## config.mk

```make
export PLATFORM = sky130hd
export DESIGN_NAME = barrel_shift_pipe
export DESIGN_NICKNAME = d
export VERILOG_FILES = /design/src/rtl/barrel_shift_pipe.sv
export SDC_FILE = /design/constraint.sdc
export NUM_CORES = 1
export LEC_CHECK = 0
export BUFFER_PORTS_ARGS = -buffer_cell sky130_fd_sc_hd__buf_2
export CAP_MARGIN = 20
export CORE_MARGIN = 10
export CORE_UTILIZATION = 54
export DETAILED_ROUTE_END_ITERATION = 8
export GPL_TIMING_DRIVEN = 0
export PLACE_DENSITY = 0.82
export SKIP_CTS_REPAIR_TIMING = 1
export SLEW_MARGIN = 40
export SYNTH_ARGS = -nofsm -noshare
export SYNTH_HDL_FRONTEND = slang
export SYNTH_HIERARCHICAL = 1
export SYNTH_SLANG_ARGS = --single-unit
```

## constraint.sdc

```tcl
create_clock -name clk -period 1.6 [get_ports clk]
set_input_delay 0 -clock clk [delete_from_list [all_inputs] [get_ports clk]]
set_output_delay 0 -clock clk [all_outputs]
set_load 0.01 [all_outputs]
```

## src/rtl/barrel_shift_pipe.sv

```systemverilog
// Pipelined barrel shifter for the ALU shift path.
// Supports LSL, LSR, ASR and ROL, with carry and zero flags.
// There is one register stage per shift level, and a valid/ready handshake
// runs at both ends. Stalls backpressure through every stage, and empty
// stages (bubbles) collapse so upstream work keeps filling them.

module barrel_shift_stage #(
    parameter int WIDTH  = 16,
    parameter int LEVELS = 4,
    parameter int K      = 0
) (
    input  logic              clk,
    input  logic              rst,
    input  logic              load_i,
    input  logic              vld_i,
    input  logic [WIDTH-1:0]  data_i,
    input  logic [LEVELS-1:0] amt_i,
    input  logic [1:0]        mode_i,
    input  logic              carry_i,
    output logic              vld_o,
    output logic [WIDTH-1:0]  data_o,
    output logic [LEVELS-1:0] amt_o,
    output logic [1:0]        mode_o,
    output logic              carry_o
);
    localparam int S = 1 << K;

    logic             vld_q;
    logic [WIDTH-1:0] data_q, data_d;
    logic [LEVELS-1:0] amt_q;
    logic [1:0]       mode_q;
    logic             carry_q, carry_d;

    // Shift by S when this level's amount bit is set; otherwise pass through.
    // ASR takes its fill from the current MSB. Earlier arithmetic stages keep
    // that MSB equal to the operand's original sign bit.
    always_comb begin
        data_d  = data_i;
        carry_d = carry_i;
        if (amt_i[K]) begin
            case (mode_i)
                2'b00: begin
                    data_d  = {data_i[WIDTH-S-1:0], {S{1'b0}}};
                    carry_d = data_i[WIDTH-S];
                end
                2'b01: begin
                    data_d  = {{S{1'b0}}, data_i[WIDTH-1:S]};
                    carry_d = data_i[S-1];
                end
                2'b10: begin
                    data_d  = {{S{data_i[WIDTH-1]}}, data_i[WIDTH-1:S]};
                    carry_d = data_i[S-1];
                end
                default: begin
                    data_d  = {data_i[WIDTH-S-1:0], data_i[WIDTH-1:WIDTH-S]};
                    carry_d = data_i[WIDTH-S];
                end
            endcase
        end
    end

    // Stage register. It only advances when the flow control lets it load,
    // so a stalled stage holds its contents unchanged.
    always_ff @(posedge clk or posedge rst) begin
        if (rst) begin
            vld_q   <= 1'b0;
            data_q  <= '0;
            amt_q   <= '0;
            mode_q  <= 2'b00;
            carry_q <= 1'b0;
        end else if (load_i) begin
            vld_q   <= vld_i;
            data_q  <= data_d;
            amt_q   <= amt_i;
            mode_q  <= mode_i;
            carry_q <= carry_d;
        end
    end

    assign vld_o   = vld_q;
    assign data_o  = data_q;
    assign amt_o   = amt_q;
    assign mode_o  = mode_q;
    assign carry_o = carry_q;
endmodule

module barrel_shift_pipe #(
    parameter  int WIDTH  = 16,
    localparam int LEVELS = $clog2(WIDTH)
) (
    input  logic              clk,
    input  logic              rst,
    input  logic              in_valid,
    output logic              in_ready,
    input  logic [WIDTH-1:0]  in_data,
    input  logic [LEVELS-1:0] in_amt,
    input  logic [1:0]        in_mode,
    output logic              out_valid,
    input  logic              out_ready,
    output logic [WIDTH-1:0]  out_data,
    output logic              out_carry,
    output logic              out_zero
);
    logic [LEVELS-1:0]                  load;
    logic [LEVELS-1:0]                  stg_vld,   src_vld;
    logic [LEVELS-1:0][WIDTH-1:0]       stg_data,  src_data;
    logic [LEVELS-1:0][LEVELS-1:0]      stg_amt,   src_amt;
    logic [LEVELS-1:0][1:0]             stg_mode,  src_mode;
    logic [LEVELS-1:0]                  stg_carry, src_carry;

    // A stage may load when it is empty or when the stage after it is taking
    // its contents. The last stage drains on out_ready.
    always_comb begin
        load = '0;
        load[LEVELS-1] = !stg_vld[LEVELS-1] || out_ready;
        for (int k = LEVELS - 2; k >= 0; k--)
            load[k] = !stg_vld[k] || load[k+1];
    end

    // Stage inputs. Stage 0 is fed from the ports, and each later stage is
    // fed from the stage before it. Carry always enters the chain at 0.
    always_comb begin
        src_vld[0]   = in_valid;
        src_data[0]  = in_data;
        src_amt[0]   = in_amt;
        src_mode[0]  = in_mode;
        src_carry[0] = 1'b0;
        for (int k = 1; k < LEVELS; k++) begin
            src_vld[k]   = stg_vld[k-1];
            src_data[k]  = stg_data[k-1];
            src_amt[k]   = stg_amt[k-1];
            src_mode[k]  = stg_mode[k-1];
            src_carry[k] = stg_carry[k-1];
        end
    end

    for (genvar k = 0; k < LEVELS; k++) begin : g_stage
        barrel_shift_stage #(.WIDTH(WIDTH), .LEVELS(LEVELS), .K(k)) u_stage (
            .clk     (clk),
            .rst     (rst),
            .load_i  (load[k]),
            .vld_i   (src_vld[k]),
            .data_i  (src_data[k]),
            .amt_i   (src_amt[k]),
            .mode_i  (src_mode[k]),
            .carry_i (src_carry[k]),
            .vld_o   (stg_vld[k]),
            .data_o  (stg_data[k]),
            .amt_o   (stg_amt[k]),
            .mode_o  (stg_mode[k]),
            .carry_o (stg_carry[k])
        );
    end

    assign in_ready  = load[0];
    assign out_valid = stg_vld[LEVELS-1];
    assign out_data  = stg_data[LEVELS-1];
    assign out_carry = stg_carry[LEVELS-1];
    assign out_zero  = (stg_data[LEVELS-1] == '0);
endmodule

```

* Yosys cells after proc, flatten, opt, wreduce, memory -nomap -nowiden *
Cells that the tools add are included.

storage, ports and cells
  register bits = 90
  bits of input ports = 26
  output and inout bits = 20
  logic and storage cells = 59

cells by class
  eq/ne operators = 8
  muxes and demuxes = 16
  reductions and logical operators = 17

operator list
  kind                number
  $pmux 16 s3         4
  $mux 16             4
  $logic_not 16->1    1
  $eq 2x1->1 const B  4
  $eq 2x2->1 const B  4
  $logic_not 2->1     4
  $mux 1              8
  $reduce_or 2->1     4
  $logic_not 1->1     4
  $logic_or 1x1->1    4

* Longest topological paths before layout *
  depth in word-level cells = 5
  depth in mapped cells = 8
  depth with buffers taken out = 5

* Hierarchy *
Netlist, hierarchy kept.

by module, submodules not included
  module                                   instances  cells an instance  area an instance (sq um)  sequential area each (sq um)
  barrel_shift_stage (g_stage[2].u_stage)  1          105                1,189.9                   600.6
  barrel_shift_stage (g_stage[0].u_stage)  1          106                1,171.1                   600.6
  barrel_shift_stage (g_stage[3].u_stage)  1          113                1,163.6                   600.6
  barrel_shift_stage (g_stage[1].u_stage)  1          106                1,153.6                   600.6
  barrel_shift_pipe                        1          11                 62.6                      0.0

* Worst setup path after synthesis *
No wires, ideal clock.

  path type = register to register
  from = reg g_stage[3].u_stage.vld_q
  to = reg g_stage[0].u_stage.data_q[7]
  library setup time = 0.072 ns
  arrival time = 1.550 ns
  data required time = 1.528 ns
  slack = -0.021 ns
  stages on the path, launching flop included = 8
  buffers on the path = 2
  period minus slack after synthesis = 1.621 ns
  cells stage by stage = dfrtp_1 nor2b_1 nand4_1 buf_4 nand2b_1 buf_2 o22ai_1 nor2_1

between the ends
  longest elaborated chain between the ends = 5

RTL lines
  item                            RTL line  RTL
  start: declaration              28        logic vld_q;
  start signal: assignment        72        vld_q <= vld_i;
  $logic_not 1->1                 115       load[LEVELS-1] = !stg_vld[LEVELS-1] || out_ready;
  $logic_or 1x1->1                115
  $logic_or 1x1->1 (3 in series)  117       load[k] = !stg_vld[k] || load[k+1];
  via in_ready                    94        output logic in_ready,
  end signal: assignment          73        data_q <= data_d;
  end: declaration                29        logic [WIDTH-1:0] data_q, data_d;

The timed path passes the listed nets, and every way through them passes these cells.
A chain may end at the register's enable or synchronous reset.

* Final worst setup path *
  from = reg g_stage[3].u_stage.vld_q
  to = reg g_stage[0].u_stage.data_q[1]

between the ends
  longest elaborated chain between the ends = 5

RTL lines
  item                            RTL line
  $logic_not 1->1                 115
  $logic_or 1x1->1                115
  $logic_or 1x1->1 (3 in series)  117

No other way between the ends.

==> metrics.txt <==
# TYPE chip_impl_metric gauge
chip_impl_info{name="status",value="finished, violations left"} 1
chip_impl_info{name="violated_checks",value="setup timing"} 1
chip_impl_info{name="most-common-layout-cells",value="dfrtp_1, nor2_1, buf_2, o22ai_1, a21oi_1"} 1
chip_impl_metric{name="diodes",unit=""} 0
chip_impl_metric{name="max_clock_freq",unit="MHz"} 608
chip_impl_metric{name="syn_nets",unit=""} 455
chip_impl_metric{name="yosysWarningCount",unit=""} 6
chip_impl_info{name="tritoncts",value="built"} 1
chip_impl_metric{name="leakage",unit="nW"} 2.33
chip_impl_metric{name="finalWorstPathRequiredPeriod",unit="ns"} 1.64
chip_impl_metric{name="synthCells",unit=""} 413
chip_impl_metric{name="syn_to_final_growth",unit="%"} 24.9
chip_impl_metric{name="floorplan.initialDensity",unit="%"} 55.6
chip_impl_metric{name="place.detailed.instances",unit=""} 560
chip_impl_metric{name="grt_start_max_net_pins",unit=""} 24
chip_impl_metric{name="floorplan.die.width",unit="µm"} 109
chip_impl_metric{name="gp_routability_congestion",unit=""} 0.911
chip_impl_metric{name="portBuffers",unit=""} 45
chip_impl_info{name="grt_setup_unrepaired",value="true"} 1
chip_impl_metric{name="cts_buffers",unit=""} 9
chip_impl_metric{name="timing.slew.headroom",unit="%"} 51.9
chip_impl_metric{name="p_per_area",unit="nW/µm²"} 1270
chip_impl_metric{name="design.portCount",unit=""} 46
chip_impl_info{name="final_common_cell",value="dfrtp_1"} 1
chip_impl_metric{name="timing.clock.skew",unit="ns"} 0.00865
chip_impl_metric{name="path_clk_slew",unit="ns"} 0.08
chip_impl_metric{name="maxSlewViolCount",unit=""} 0
chip_impl_metric{name="syn_area_per_cell",unit="µm²"} 10.4
chip_impl_metric{name="power.ir.vdd_worst",unit="mV"} 0.529
chip_impl_metric{name="routed_via_density",unit=""} 6.08
chip_impl_metric{name="setup_viol",unit=""} 2
chip_impl_metric{name="grt_use_total",unit="%"} 17.1
chip_impl_info{name="hold_class",value="input port to flop"} 1
chip_impl_metric{name="maxCapViolations",unit=""} 0
chip_impl_metric{name="clk_path_buf_depth",unit=""} 2
chip_impl_metric{name="syn-cell-area",unit="µm²"} 4320
chip_impl_metric{name="clk-insertion-delay-late",unit="ns"} 0.35
chip_impl_metric{name="cts.sinks",unit=""} 84
chip_impl_metric{name="detail_route.iter0.violations",unit=""} 159
chip_impl_metric{name="finalHoldViolCount",unit=""} 0
chip_impl_metric{name="post_drt_wl_per_cell",unit="µm"} 18.3
chip_impl_metric{name="grt-ovfl-total",unit=""} 0
chip_impl_metric{name="finalPower",unit="mW"} 6.87
chip_impl_metric{name="wire_length_of_the_first_global_routing_pass",unit="mm"} 16.7
chip_impl_metric{name="layout-drive-gt1-share",unit="%"} 32.7
chip_impl_metric{name="postLayoutSetupSlackWorst",unit="ns"} -0.0448
chip_impl_metric{name="crit_required",unit="ns"} 1.83
chip_impl_metric{name="detailedRoute.firstPassIterationCount",unit=""} 7
chip_impl_metric{name="die_y",unit="µm"} 109
chip_impl_metric{name="routed_wl",unit="mm"} 11.1
chip_impl_metric{name="std_cell_rows",unit=""} 32
chip_impl_metric{name="nFillCells",unit=""} 549
chip_impl_info{name="worstSetupPathType",value="flop to flop"} 1
chip_impl_info{name="worstSetupEndpointType",value="flop"} 1
chip_impl_metric{name="detailroute.via_count",unit=""} 3683
chip_impl_info{name="cp-start-kind",value="flop"} 1
chip_impl_metric{name="core_area",unit="µm²"} 7770
chip_impl_metric{name="timing.final.crit_share",unit="%"} 103
chip_impl_info{name="cts_root_buf",value="clkbuf_8"} 1
chip_impl_metric{name="finalNetCount",unit=""} 541
chip_impl_metric{name="final.setup.tns",unit="ns"} -0.0840
chip_impl_metric{name="ctsHtreeMaxLevel",unit=""} 3
chip_impl_metric{name="layout.cells.non_filler",unit=""} 606
chip_impl_metric{name="die-area",unit="µm²"} 12000
chip_impl_metric{name="antenna_nets_post_route",unit=""} 0
chip_impl_metric{name="hold-worst-slack",unit="ns"} 0.0149
chip_impl_metric{name="dpl.hpwl",unit="mm"} 7.86
chip_impl_metric{name="grt_antenna_before_repair",unit=""} 0
chip_impl_metric{name="worst-slew-pin-transition",unit="ns"} 0.718
chip_impl_metric{name="first_global_vias",unit=""} 3549
chip_impl_metric{name="post-route-drc-count",unit=""} 0
chip_impl_metric{name="worst_ep_arrival_time",unit="ns"} 1.88
chip_impl_metric{name="crit_fanout",unit=""} 9
per-stage QoR:
step | utilization, % | instance area (µm²) | worst slack (ns)
6_report | 69.4 | 5390 | -0.0448
5_1_grt | 69.4 | 5390 | -0.0983
4_1_cts | 62.7 | 4870 | -0.148
3_5_place_dp | 60.2 | 4670 | -0.141
3_3_place_gp | 60.2 | 4670 | -0.0915
2_1_floorplan | - | 4320 | 0.00974
state kept, by name (all words and copies together) (netlist names):
name / flops
g_stage.u_stage/vld_o: 4
g_stage.u_stage/amt_o: 6
g_stage.u_stage/carry_o: 4
g_stage.u_stage/data_o: 64
g_stage.u_stage/mode_o: 6
layer usage:
metal  part of all wire [%]  up-vias  track usage (%)
met4                    1.8        0             6.51
met2                     53      129             30.5
met1                     39     1815             19.3
met3                    5.6       20             3.92
li1                       -     1719                -
met5                      0        -                0
power breakdown:
part	total [mW]	internal [mW]	switching [mW]	leakage, nW
clock	1.48	0.763	0.717	0.100
sequential	3.26	2.66	0.600	0.972
combinational	2.13	1.02	1.11	1.26
total	6.87	4.44	2.43	2.33
final timing paths:
kind	start	end	slack (ns)	cells after the start
max	g_stage[3].u_stage/vld_o	g_stage[0].u_stage/data_o[1]	-0.04	7
min	in_amt[0]	g_stage[0].u_stage/data_o[15]	0.01	3
max reg2reg	g_stage[3].u_stage/vld_o	g_stage[0].u_stage/data_o[1]	-0.04	7
min reg2reg	g_stage[3].u_stage/carry_o	g_stage[3].u_stage/carry_o	0.51	1
max in group asynchronous	rst	g_stage[3].u_stage/data_o[4]	0.82	3
min in group asynchronous	rst	g_stage[1].u_stage/carry_o	0.25	3
critical path, stage by stage, from the launching register on:
cell      delay [ns]
dfrtp_1         0.38
nor2b_4         0.14
nand4_1         0.14
buf_6           0.15
nand2_2         0.10
clkbuf_4        0.21
a221oi_1        0.28
nor2_1          0.10
layout make-up:
class / count / area (µm²) / area share, %
multi-input combinational: 281 / 2140 / 39.7
clock buffer: 12 / 145 / 2.69
sequential: 84 / 2110 / 39.1
clock inverter: 4 / 48.8 / 0.905
inverter: 17 / 63.8 / 1.18
buffer: 29 / 240 / 4.46
tap: 102 / 128 / 2.37
timing repair buffer: 77 / 520 / 9.65
Power figures use the tool's default switching activity.
